### config.mk
export PLATFORM = sky130hd
export DESIGN_NAME = priority_dc
export DESIGN_NICKNAME = d
export VERILOG_FILES = /design/src/rtl/priority_dc.sv
export SDC_FILE = /design/constraint.sdc
export NUM_CORES = 1
export LEC_CHECK = 0
export CAP_MARGIN = 30
export CORE_ASPECT_RATIO = 0.75
export CORE_MARGIN = 1.5
export CORE_UTILIZATION = 30
export DETAILED_ROUTE_END_ITERATION = 7
export HOLD_SLACK_MARGIN = 0.06
export SYNTH_ARGS = -nofsm -noshare
export SYNTH_HDL_FRONTEND = slang
export SYNTH_SLANG_ARGS = --single-unit
### constraint.sdc
create_clock -name clk -period 1.8 [get_ports clk]
set_clock_uncertainty 0.05 [all_clocks]
set_input_delay 0.36 -clock clk [delete_from_list [all_inputs] [get_ports clk]]
set_output_delay 0.36 -clock clk [all_outputs]
set_load 0.01 [all_outputs]
### src/rtl/priority_dc.sv
// priority_dc
// Binary index to one-hot decoder behind a two-entry FIFO with
// valid/ready handshakes on both sides.
//
// The head register drives out directly. The skid register holds a second
// index while the consumer stalls. Indices leave in the order they were
// accepted. An index with no matching output line is still queued. It
// decodes to all-zero and raises err for the single cycle after it is
// accepted.
//
// Ports
//   clk       in   sole clock, rising edge
//   rst       in   synchronous, active-high reset
//   in        in   [IN_WIDTH-1:0] binary index
//   in_valid  in   in carries an index
//   in_ready  out  an index can be accepted this cycle (registered)
//   out       out  [OUT_WIDTH-1:0] one-hot decode of the head entry
//   out_valid out  out holds a decode
//   out_ack   in   consumer takes out this cycle
//   err       out  one-cycle pulse: last accepted index was out of range
module priority_dc #(
  parameter  int OUT_WIDTH = 4,
  localparam int IN_WIDTH  = $clog2(OUT_WIDTH)
) (
  input  logic                 clk,
  input  logic                 rst,
  input  logic [IN_WIDTH-1:0]  in,
  input  logic                 in_valid,
  output logic                 in_ready,
  output logic [OUT_WIDTH-1:0] out,
  output logic                 out_valid,
  input  logic                 out_ack,
  output logic                 err
);

  typedef enum logic [1:0] {
    EMPTY = 2'd0,
    ONE   = 2'd1,
    TWO   = 2'd2
  } state_t;

  state_t               state_reg;
  logic [OUT_WIDTH-1:0] out_reg;
  logic [OUT_WIDTH-1:0] skid_reg;
  logic                 ready_reg;
  logic                 valid_reg;
  logic                 err_reg;

  logic [OUT_WIDTH-1:0] dec_in;
  logic                 in_bad;
  logic                 in_xfer;
  logic                 out_xfer;

  // Decode the incoming index once. Entries are stored already decoded, so
  // moving skid to head is a plain copy.
  genvar gi;
  generate
    for (gi = 0; gi < OUT_WIDTH; gi++) begin : g_dec
      assign dec_in[gi] = (in == IN_WIDTH'(gi));
    end
  endgenerate

  // No line matched, so the index is beyond the last output.
  assign in_bad   = ~|dec_in;

  // Handshakes use only registered flags. That way ready never depends
  // combinationally on valid, and ack is ignored while nothing is held.
  assign in_xfer  = in_valid && ready_reg;
  assign out_xfer = valid_reg && out_ack;

  always_ff @(posedge clk) begin
    if (rst) begin
      state_reg <= EMPTY;
      out_reg   <= '0;
      skid_reg  <= '0;
      ready_reg <= 1'b0;
      valid_reg <= 1'b0;
      err_reg   <= 1'b0;
    end else begin
      err_reg <= in_xfer && in_bad;
      case (state_reg)
        EMPTY: begin
          ready_reg <= 1'b1;
          if (in_xfer) begin
            out_reg   <= dec_in;
            valid_reg <= 1'b1;
            state_reg <= ONE;
          end
        end
        ONE: begin
          case ({in_xfer, out_xfer})
            2'b10: begin
              // Consumer stalled: park the new index behind the head.
              skid_reg  <= dec_in;
              ready_reg <= 1'b0;
              state_reg <= TWO;
            end
            2'b01: begin
              out_reg   <= '0;
              valid_reg <= 1'b0;
              state_reg <= EMPTY;
            end
            2'b11: begin
              // Head leaves as the new index arrives: pass straight through.
              out_reg <= dec_in;
            end
            default: ;
          endcase
        end
        TWO: begin
          // ready is low here, so only the output side can move.
          if (out_xfer) begin
            out_reg   <= skid_reg;
            ready_reg <= 1'b1;
            state_reg <= ONE;
          end
        end
        default: begin
          state_reg <= EMPTY;
          out_reg   <= '0;
          valid_reg <= 1'b0;
          ready_reg <= 1'b1;
        end
      endcase
    end
  end

  assign in_ready  = ready_reg;
  assign out       = out_reg;
  assign out_valid = valid_reg;
  assign err       = err_reg;

endmodule

---- Yosys cells after proc, flatten, opt, wreduce, memory -nomap -nowiden ----
Index checks and enable logic that the tools add are counted.
storage, ports and cells
  register bits after elaboration ......... 13
  output and inout port bits .............. 7
  word-level logic and storage cells ...... 47
operators by class
  eq/ne operators ......................... 14
  muxes and demuxes ....................... 14
  bitwise logic cells ..................... 1
  reductions and logical operators ........ 12
operator list
  operator                                                                 count
  4-bit one-hot mux with 3 select lines                                    1
  2-bit equality test, second input constant                               5
  3-bit AND reduction                                                      3
  4-bit two-way mux                                                        2
  4-bit one-hot mux with 2 select lines                                    1
  2-bit by 1-bit equality test with 1-bit output, second input constant    3
  2-bit inequality test, second input constant                             3
  3-bit by 2-bit inequality test with 1-bit output, second input constant  2
  2-bit one-hot mux with 3 select lines                                    1
  2-bit zero test                                                          2
  1-bit two-way mux                                                        4
  2-bit two-way mux                                                        2
  2-bit one-hot mux with 2 select lines                                    1
  2-bit AND reduction                                                      2
  4-bit OR reduction                                                       1
  1-bit logical AND                                                        3
  1-bit one-hot mux with 3 select lines                                    1
  2-bit by 1-bit inequality test with 1-bit output, second input constant  1
  1-bit one-hot mux with 2 select lines                                    1
  1-bit zero test                                                          1
  1-bit NOT                                                                1

---- Longest topological paths before layout ----
Gate-level depths: netlist (run 1).
  depth after elaboration ................. 4
  mapped depth ............................ 5
  depth with buffers taken out ............ 4

---- Worst setup path after synthesis (run 1) ----
OpenSTA, ideal clock, no wires.
  path type ............................... register to register
  start point ............................. reg ready_reg, in the netlist in_ready
  end point ............................... reg skid_reg[0]
  library setup time ...................... 0.128 ns
  arrival ................................. 1.147 ns
  required time ........................... 1.622 ns
  path slack .............................. 0.476 ns
  cell stages (with the launch flop) ...... 6
  path buffers ............................ 1
  clock period less this slack ............ 1.324 ns
  cells stage by stage .................... dfxtp_1 > and3b_1 > buf_6 > nand3_1 > mux2i_1 > nor2_1
between the ends
  word-level cells in the longest chain between the ends .. 3
ends and longest elaborated chain
  item                                  line  RTL
  from (decl)                           45    logic ready_reg;
  from (signal assigned)                76    ready_reg <= 1'b0;
  from (signal assigned)                83    ready_reg <= 1'b1;
  from (signal assigned)                95    ready_reg <= 1'b0;
  1-bit logical AND                     68    assign in_xfer = in_valid && ready_reg;
  2-bit equality test                   91    case ({in_xfer, out_xfer})
  2-bit AND reduction (no source line)  --
  to (signal assigned)                  94    skid_reg <= dec_in;
  to (decl)                             44    logic [OUT_WIDTH-1:0] skid_reg;
Every way passes these cells.
A chain may end at the register's enable or synchronous reset.

---- Final worst setup path (run 1) ----
  start point ............................. reg valid_reg, in the netlist out_valid
  end point ............................... out out_valid
RTL lines
  item                    line  RTL
  from (decl)             46    logic valid_reg;
  from (signal assigned)  77    valid_reg <= 1'b0;
  from (signal assigned)  86    valid_reg <= 1'b1;
  from (signal assigned)  100   valid_reg <= 1'b0;
  to (decl)               31    output logic out_valid,
No word-level cell between the ends.

==> results of run 1 <==
through the flow:
stage          setup TNS (ns)  total power, mW  utilization [%]  worst slack [ns]  area, µm²
2_1_floorplan               0            0.393                -             0.476        636
3_3_place_gp           -0.176            0.449             41.5           -0.0341        830
3_5_place_dp           -0.443            0.452             41.5           -0.0652        830
4_1_cts                     0            0.639             42.9            0.0994        856
5_1_grt                     0            0.670             42.9            0.0385        856
6_report                    0            0.630             42.9             0.110        856
routing by layer:
metal,routed length [µm],part of all wire (%),vias up
met1,716,49,283
li1,-,-,298
met4,30,2.0,0
met2,636,43,16
met3,87,5.9,5
met5,0,0,-
worst min path at each step:
stage / startpoint / end / slack, ns / cells past startpoint
2_1_floorplan: rst / in_ready / 0.38 / 1
3_3_place_gp: out[2] / out[2] / 0.41 / 2
3_5_place_dp: out[2] / out[2] / 0.42 / 2
4_1_cts: out[0] / out[0] / 0.43 / 2
5_1_grt: out[0] / out[0] / 0.44 / 2
6_report: out[0] / out[0] / 0.42 / 2
cell type report:
class	count	area [µm²]	share of cell area, %
sequential	13	260	30.4
multi-input combinational	56	352	41.1
tap	24	30.0	3.51
clock buffer	4	26.3	3.07
timing repair buffer	21	188	21.9
Yosys cell counts, drive strengths merged (2+ instances only):
master / n
o21bai: 2
mux2i: 5
nand3: 3
nor2: 6
a22oi: 4
or2: 3
dfxtp: 13
buf: 2
clkbuf: 2
a21oi: 4
nand2: 11
nor3: 2
and2: 2
a31oi: 3
nor2b: 2
cell families after synthesis:
family | count (synthesis)
other | 1
and+or+nand+nor | 33
muxes | 5
AOI/OAI and AO/OA | 17
buffers and inverters | 4
DFF | 13
power by group through the flow:
| stage | Combinational, mW | Clock, mW | Sequential (mW) |
|---|---|---|---|
| after global placement | 0.122 | 0 | 0.326 |
| final | 0.124 | 0.186 | 0.321 |
| after global routing | 0.134 | 0.212 | 0.324 |
| after detailed placement | 0.124 | 0 | 0.328 |
| after floorplan | 0.0693 | 0 | 0.324 |
| after CTS | 0.125 | 0.193 | 0.321 |
==> flow_summary.ini, run 1 <==
[setup_path]
critPathCapture = out_valid
cpMaxStageDelayCell = clkdlybuf4s50_1
worst-path-stages = 1
cp.arrival_ns = 1.28
required_ns = 1.39
cp_max_fo = 6
worst-path-buf-inv = 1
path_cells = clkdlybuf4s50_1
startpoint_type = flop
path_class = flop to output pin
max_stage_delay_ns = 0.57
r2r-end = out[3]
crit_path_start = out_valid
ff2ff_setup_slack_ns = 0.22
endpoint_kind = output pin
r2r_start = state_reg[1]
crit_family = buffers and inverters
reg2reg_depth = 5

[detailed_routing]
viasPerCell = 5.10
totalWireLength_um = 1470
drtPass1Iterations = 4
vias = 602
drc = 0
antenna_left = 0
wl_per_cell_um = 12.5
first_iter_violations = 24

[power]
seqPwrFrac_pct = 50.9
power.share.combinational_pct = 19.6
max-vdd-ir-drop_v = 0.000390
powerDensity_nw_per_um2 = 736
p_leak_nw = 0.342
intPower_mw = 0.458
p_sw_mw = 0.173
p_sw_share_pct = 27.4
pwr-share-clk_pct = 29.5

[sta]
worst_hold_slack_ns = 0.423
maxSlewViolCount = 0
setup_viol = 0
finalCritPeriodShare_pct = 93.9
rsz0062_at_grt = false
period_minus_slack_ns = 1.69
clock.fmax_ghz = 0.592
hold_violations = 0

[synthesis]
async_flop_share_pct = 0
synth_compound_area_share_pct = 21.5
synth_seq_cells = 13
synth_top_area_share_pct = 40.9
synth_top_family_by_area = simple AND/OR/NAND/NOR gates
synth_nets = 79
synth_xor_area_share_pct = 0
synthTopCellsByArea = dfxtp_1, mux2i_1, nand2_1, a22oi_1, o32ai_4
synth_area_per_cell_um2 = 8.71
synthMuxAreaShare_pct = 7.87
synth_warnings = 0
syn_inst = 73
synth_cell_types = 25
synth_fa_ha_area_share_pct = 0
synthSimpleGateAreaFrac_pct = 25.4
syn_area_um2 = 636
synth-edff-count = 0
ys.flop_type = dfxtp_1
synth-seq-area-share_pct = 40.9
synth_largest_area_cell = dfxtp_1

[finish]
final_cell_mix = dfxtp_1, clkdlybuf4s50_1, nand2_1, buf_4, nor2_1
nNetsFinal = 101
instances_no_fill = 118
final_common_cell = dfxtp_1
diodes = 0
drive_gt1_share_pct = 13.8
nFillCells = 211
areaGrowthSynthToFinish_pct = 34.6

[floorplan]
fp.dieW_um = 56.2
num_rows = 14
initial_core_util_pct = 31.8
dieArea_um2 = 2410
pin_count = 13
fp.dieH_um = 42.9
core-area_um2 = 2000

[global_routing]
grt-ovfl-total = 0
use_met1_pct = 18.5
busiest_layer = met2
grt_first_pass_wirelength_um = 2560
global_route.usage.met2_pct = 20.7
grt_use_met3_pct = 6.40
gr-usage-all-layers_pct = 14.5
grt_pass1_vias = 564
antenna_found_initial = 0
grt_max_degree = 13

[cts]
cts_sinks = 13
htreeDepth = 1
clockBufferDepth = 2
cts-root-buf = clkbuf_4
clock_latency_ns = 0.28
cts_hold_buf = 0
cts_tree = yes
cts_resized = 0
clkTransAtPathRegs_ns = 0.08
cts_buffers = 3
postCtsSetupBuffers = 0

[status]
outcome = completed

[placement]
gp_congestion = 0.806
dp_hpwl_um = 1120
placed_cells = 114
portBuffers = 12

[hold_path]
hold_class = flop to flop

[run]
cap_violations = 0
Note: power is estimated with default switching activity, not from simulation.
==> inputs of run 2 (changes only) <==
--- a/config.mk
+++ b/config.mk
@@ -6,11 +6,11 @@
 export NUM_CORES = 1
 export LEC_CHECK = 0
 export CAP_MARGIN = 30
-export CORE_ASPECT_RATIO = 0.75
 export CORE_MARGIN = 1.5
-export CORE_UTILIZATION = 30
+export CORE_UTILIZATION = 47
 export DETAILED_ROUTE_END_ITERATION = 7
 export HOLD_SLACK_MARGIN = 0.06
+export PLACE_DENSITY = 0.74
 export SYNTH_ARGS = -nofsm -noshare
 export SYNTH_HDL_FRONTEND = slang
 export SYNTH_SLANG_ARGS = --single-unit
==> run 2 against run 1 <==
Routed wire length is 13% lower. Core utilization increased by 22 points. Non-clock buffer count down 1. Flip-flop and latch count is the same. First-iteration DRC count decreased by 13%. Die area fell by 34%. Global-route usage rose by 5.7 points. Worst setup slack improved by 0.035 ns. Cell count decreased by 8.5%. Clock power shrank 3%. Sequential share of layout area rose by 0.68 points.
==> flow_summary.ini, run 2 (synthesis results as in run 1) <==
[setup_path]
crit_path_start = in_ready
required_ns = 1.39
cp_max_fo = 6
crit_family = buffers and inverters
endpoint_kind = output pin
path_cells = clkdlybuf4s50_1
r2r_start = state_reg[1]
cp.arrival_ns = 1.25
path_class = flop to output pin
cpMaxStageDelayCell = clkdlybuf4s50_1
worst-path-buf-inv = 1
max_stage_delay_ns = 0.56
startpoint_type = flop

[cts]
cts_tree = yes
cts_hold_buf = 0
clock_latency_ns = 0.28
clockBufferDepth = 2
cts-root-buf = clkbuf_4
cts_sinks = 13
htreeDepth = 1
cts_buffers = 3
clkTransAtPathRegs_ns = 0.08
cts_resized = 0
postCtsSetupBuffers = 0

[detailed_routing]
wl_per_cell_um = 11.9
totalWireLength_um = 1290
viasPerCell = 5.29
top_layer = met4
wl_met2_um = 552
met3WireLength_um = 73
vias = 571
drc = 0
first_iter_violations = 21
drtPass1Iterations = 4
met1Wirelength_um = 642
antenna_left = 0

[floorplan]
initial_core_util_pct = 49.5
pin_count = 13
core-area_um2 = 1280
num_rows = 13
fp.dieW_um = 39.8
fp.dieH_um = 39.8
dieArea_um2 = 1580

[global_routing]
grt_first_pass_wirelength_um = 2070
gr-usage-all-layers_pct = 20.2
grt_pass1_vias = 460
grt_max_degree = 13
grt-ovfl-total = 0
antenna_found_initial = 0

[sta]
period_minus_slack_ns = 1.66
postLayoutSetupSlackWorst_ns = 0.145
finalCritPeriodShare_pct = 92.0
worst_hold_slack_ns = 0.403
setup_viol = 0
rsz0062_at_grt = false
clock.fmax_ghz = 0.604
maxSlewViolCount = 0
hold_violations = 0

[finish]
final_cell_mix = dfxtp_1, clkdlybuf4s50_1, nand2_1, buf_4, nor2_1
drive_gt1_share_pct = 12.9
areaGrowthSynthToFinish_pct = 31.7
diodes = 0
nNetsFinal = 100
final_common_cell = dfxtp_1
nFillCells = 116

[placement]
portBuffers = 12
gp_congestion = 0.752
pre_cts_ws_ns = -0.0386
dp_hpwl_um = 914

[power]
power_mw = 0.623
max-vdd-ir-drop_v = 0.000588
p_leak_nw = 0.338
p_sw_share_pct = 26.6
intPower_mw = 0.457
power.share.combinational_pct = 19.8
powerDensity_nw_per_um2 = 744
pwr-share-clk_pct = 29.0
seqPwrFrac_pct = 51.2
p_sw_mw = 0.165

[run]
cap_violations = 0

[hold_path]
hold_start = out[2]
hold_class = flop to flop

[status]
outcome = completed
## run 2: changes by cell type in the layout (fill, tap and decap cells not counted), sizes merged
cell and change:
buf -1
## run 2: layer usage
metal | global-route usage (%) | vias to the layer above
li1 | - | 296
met5 | 0 | -
met3 | 5.11 | 2
met1 | 27.1 | 251
met4 | 12.9 | 0
met2 | 27.9 | 22
## run 2: worst paths after layout
kind,slack (ns),end,depth (start not counted)
hold / removal,0.40,out[2],2
setup / recovery,0.14,in_ready,1
setup reg to reg,0.25,out[3],5
hold reg to reg,0.40,out[2],2
## run 2: cell type report
cell class                 count  area (µm²)  share of cell area, %
sequential                    13         260                   31.1
clock buffer                   4        26.3                   3.14
tap                           15        18.8                   2.24
multi-input combinational     56         352                   42.0
timing repair buffer          20         180                   21.5
## run 2: stage by stage
stage                     instance area [µm²]  TNS, ns  utilization [%]  std cells
after detailed placement                  811   -0.119             63.1        104
after CTS                                 837        0             65.1        108
after global placement                    811  -0.0856             63.1        104
after floorplan                           636        0                -         73
after global routing                      837        0             65.1        108
final                                     837        0             65.1        108
## run 2: power groups by stage
| stage | clock network [mW] | logic, mW | registers (mW) |
|---|---|---|---|
| finish | 0.181 | 0.123 | 0.319 |
| global route | 0.197 | 0.135 | 0.323 |
| CTS | 0.185 | 0.123 | 0.319 |
| detailed placement | 0 | 0.122 | 0.326 |
| global placement | 0 | 0.121 | 0.325 |
| floorplan | 0 | 0.0693 | 0.324 |
==> inputs of run 3 (changes only) <==
--- a/config.mk
+++ b/config.mk
@@ -5,11 +5,13 @@
 export SDC_FILE = /design/constraint.sdc
 export NUM_CORES = 1
 export LEC_CHECK = 0
-export CAP_MARGIN = 30
+export CAP_MARGIN = 10
 export CORE_MARGIN = 1.5
 export CORE_UTILIZATION = 47
+export CTS_CLUSTER_DIAMETER = 80
 export DETAILED_ROUTE_END_ITERATION = 7
 export HOLD_SLACK_MARGIN = 0.06
+export MAX_ROUTING_LAYER = met4
 export PLACE_DENSITY = 0.74
 export SYNTH_ARGS = -nofsm -noshare
 export SYNTH_HDL_FRONTEND = slang
==> run 3 against run 2 <==
Critical path depth unchanged. Critical endpoint unchanged. Register-to-register slack is essentially flat. Cell count unchanged. Via count unchanged. Count of clock-buffer cells in the layout did not move. First-iteration DRC count unchanged.
==> flow_summary.ini, run 3 (synthesis results as in run 1) <==
[placement]
placed_cell_area_um2 = 811
portBuffers = 12
dp_hpwl_um = 914
gp_congestion = 0.762
placed_cells = 104
pre_cts_ws_ns = -0.0386

[hold_path]
hold_class = flop to flop

[floorplan]
fp.dieH_um = 39.8
core-area_um2 = 1280
fp.dieW_um = 39.8
initial_core_util_pct = 49.5
num_rows = 13
pin_count = 13
dieArea_um2 = 1580

[setup_path]
max_stage_delay_ns = 0.56
cp.arrival_ns = 1.25
startpoint_type = flop
endpoint_kind = output pin
cpMaxStageDelayCell = clkdlybuf4s50_1
worst-path-buf-inv = 1
path_cells = clkdlybuf4s50_1
required_ns = 1.39
crit_family = buffers and inverters
path_class = flop to output pin
cp_max_fo = 6

[global_routing]
grt_max_degree = 13
antenna_found_initial = 0
grt-ovfl-total = 0
grt_pass1_vias = 462
gr-usage-all-layers_pct = 20.7
grt_first_pass_wirelength_um = 2060

[cts]
clockBufferDepth = 2
postCtsSetupBuffers = 0
cts_hold_buf = 0
cts_sinks = 13
cts-root-buf = clkbuf_4
cts_buffers = 3
htreeDepth = 1
cts_resized = 0
clkTransAtPathRegs_ns = 0.08
clock_latency_ns = 0.28
cts_tree = yes

[sta]
postLayoutSetupSlackWorst_ns = 0.145
setup_viol = 0
maxSlewViolCount = 0
rsz0062_at_grt = false
worst_hold_slack_ns = 0.403
finalCritPeriodShare_pct = 92.0
period_minus_slack_ns = 1.66
fin_setup_tns_ns = 0
hold_violations = 0
clock.fmax_ghz = 0.604

[finish]
seq_area_um2 = 260
diodes = 0
drive_gt1_share_pct = 12.9
nFillCells = 116
areaGrowthSynthToFinish_pct = 31.7
stdcell_area_um2 = 837
instances_no_fill = 108
final_common_cell = dfxtp_1
final_core_utilization_pct = 65.1
final_cell_mix = dfxtp_1, clkdlybuf4s50_1, nand2_1, buf_4, nor2_1
multi_input_area_um2 = 352
nNetsFinal = 100

[power]
powerDensity_nw_per_um2 = 744
max-vdd-ir-drop_v = 0.000588
power_mw = 0.622
p_leak_nw = 0.338

[detailed_routing]
viasPerCell = 5.29
vias = 571
drtPass1Iterations = 4
drc = 0
antenna_left = 0
wl_per_cell_um = 11.9
first_iter_violations = 21
totalWireLength_um = 1290

[run]
cap_violations = 0

[status]
outcome = completed
[run 3: cell counts in the layout (fill, tap and decap cells not counted)]
Identical to the previous run, type by type.
[run 3: area by class of cell]
| class | count | share of cell area (%) |
|---|---|---|
| clock buffers | 4 | 3.14 |
| multi-input cells | 56 | 42.0 |
| flip-flops and latches | 13 | 31.1 |
| well taps | 15 | 2.24 |
| repair buffers | 20 | 21.5 |
[run 3: worst paths after layout]
kind / from / cells past startpoint / slack (ns) / endpoint
worst max-delay path: in_ready / 1 / 0.14 / in_ready
worst min-delay path: out[2] / 2 / 0.40 / out[2]
worst max register to register: state_reg[1] / 5 / 0.25 / out[3]
worst min register to register: out[2] / 2 / 0.40 / out[2]
[run 3: metal layers]
| metal | part of all wire, % | track usage [%] | vias up |
|---|---|---|---|
| met2 | 43 | 27.9 | 22 |
| li1 | - | - | 296 |
| met4 | 1.3 | 12.9 | 0 |
| met5 | 0 | - | - |
| met1 | 50 | 27.1 | 251 |
| met3 | 5.7 | 5.11 | 2 |
[run 3: report_power, final]
part | leakage [nW] | internal [mW] | total [mW] | switching (mW)
logic | 0.217 | 0.0702 | 0.123 | 0.0531
clock network | 0.0150 | 0.0860 | 0.180 | 0.0944
registers | 0.106 | 0.301 | 0.319 | 0.0177
total | 0.338 | 0.457 | 0.622 | 0.165
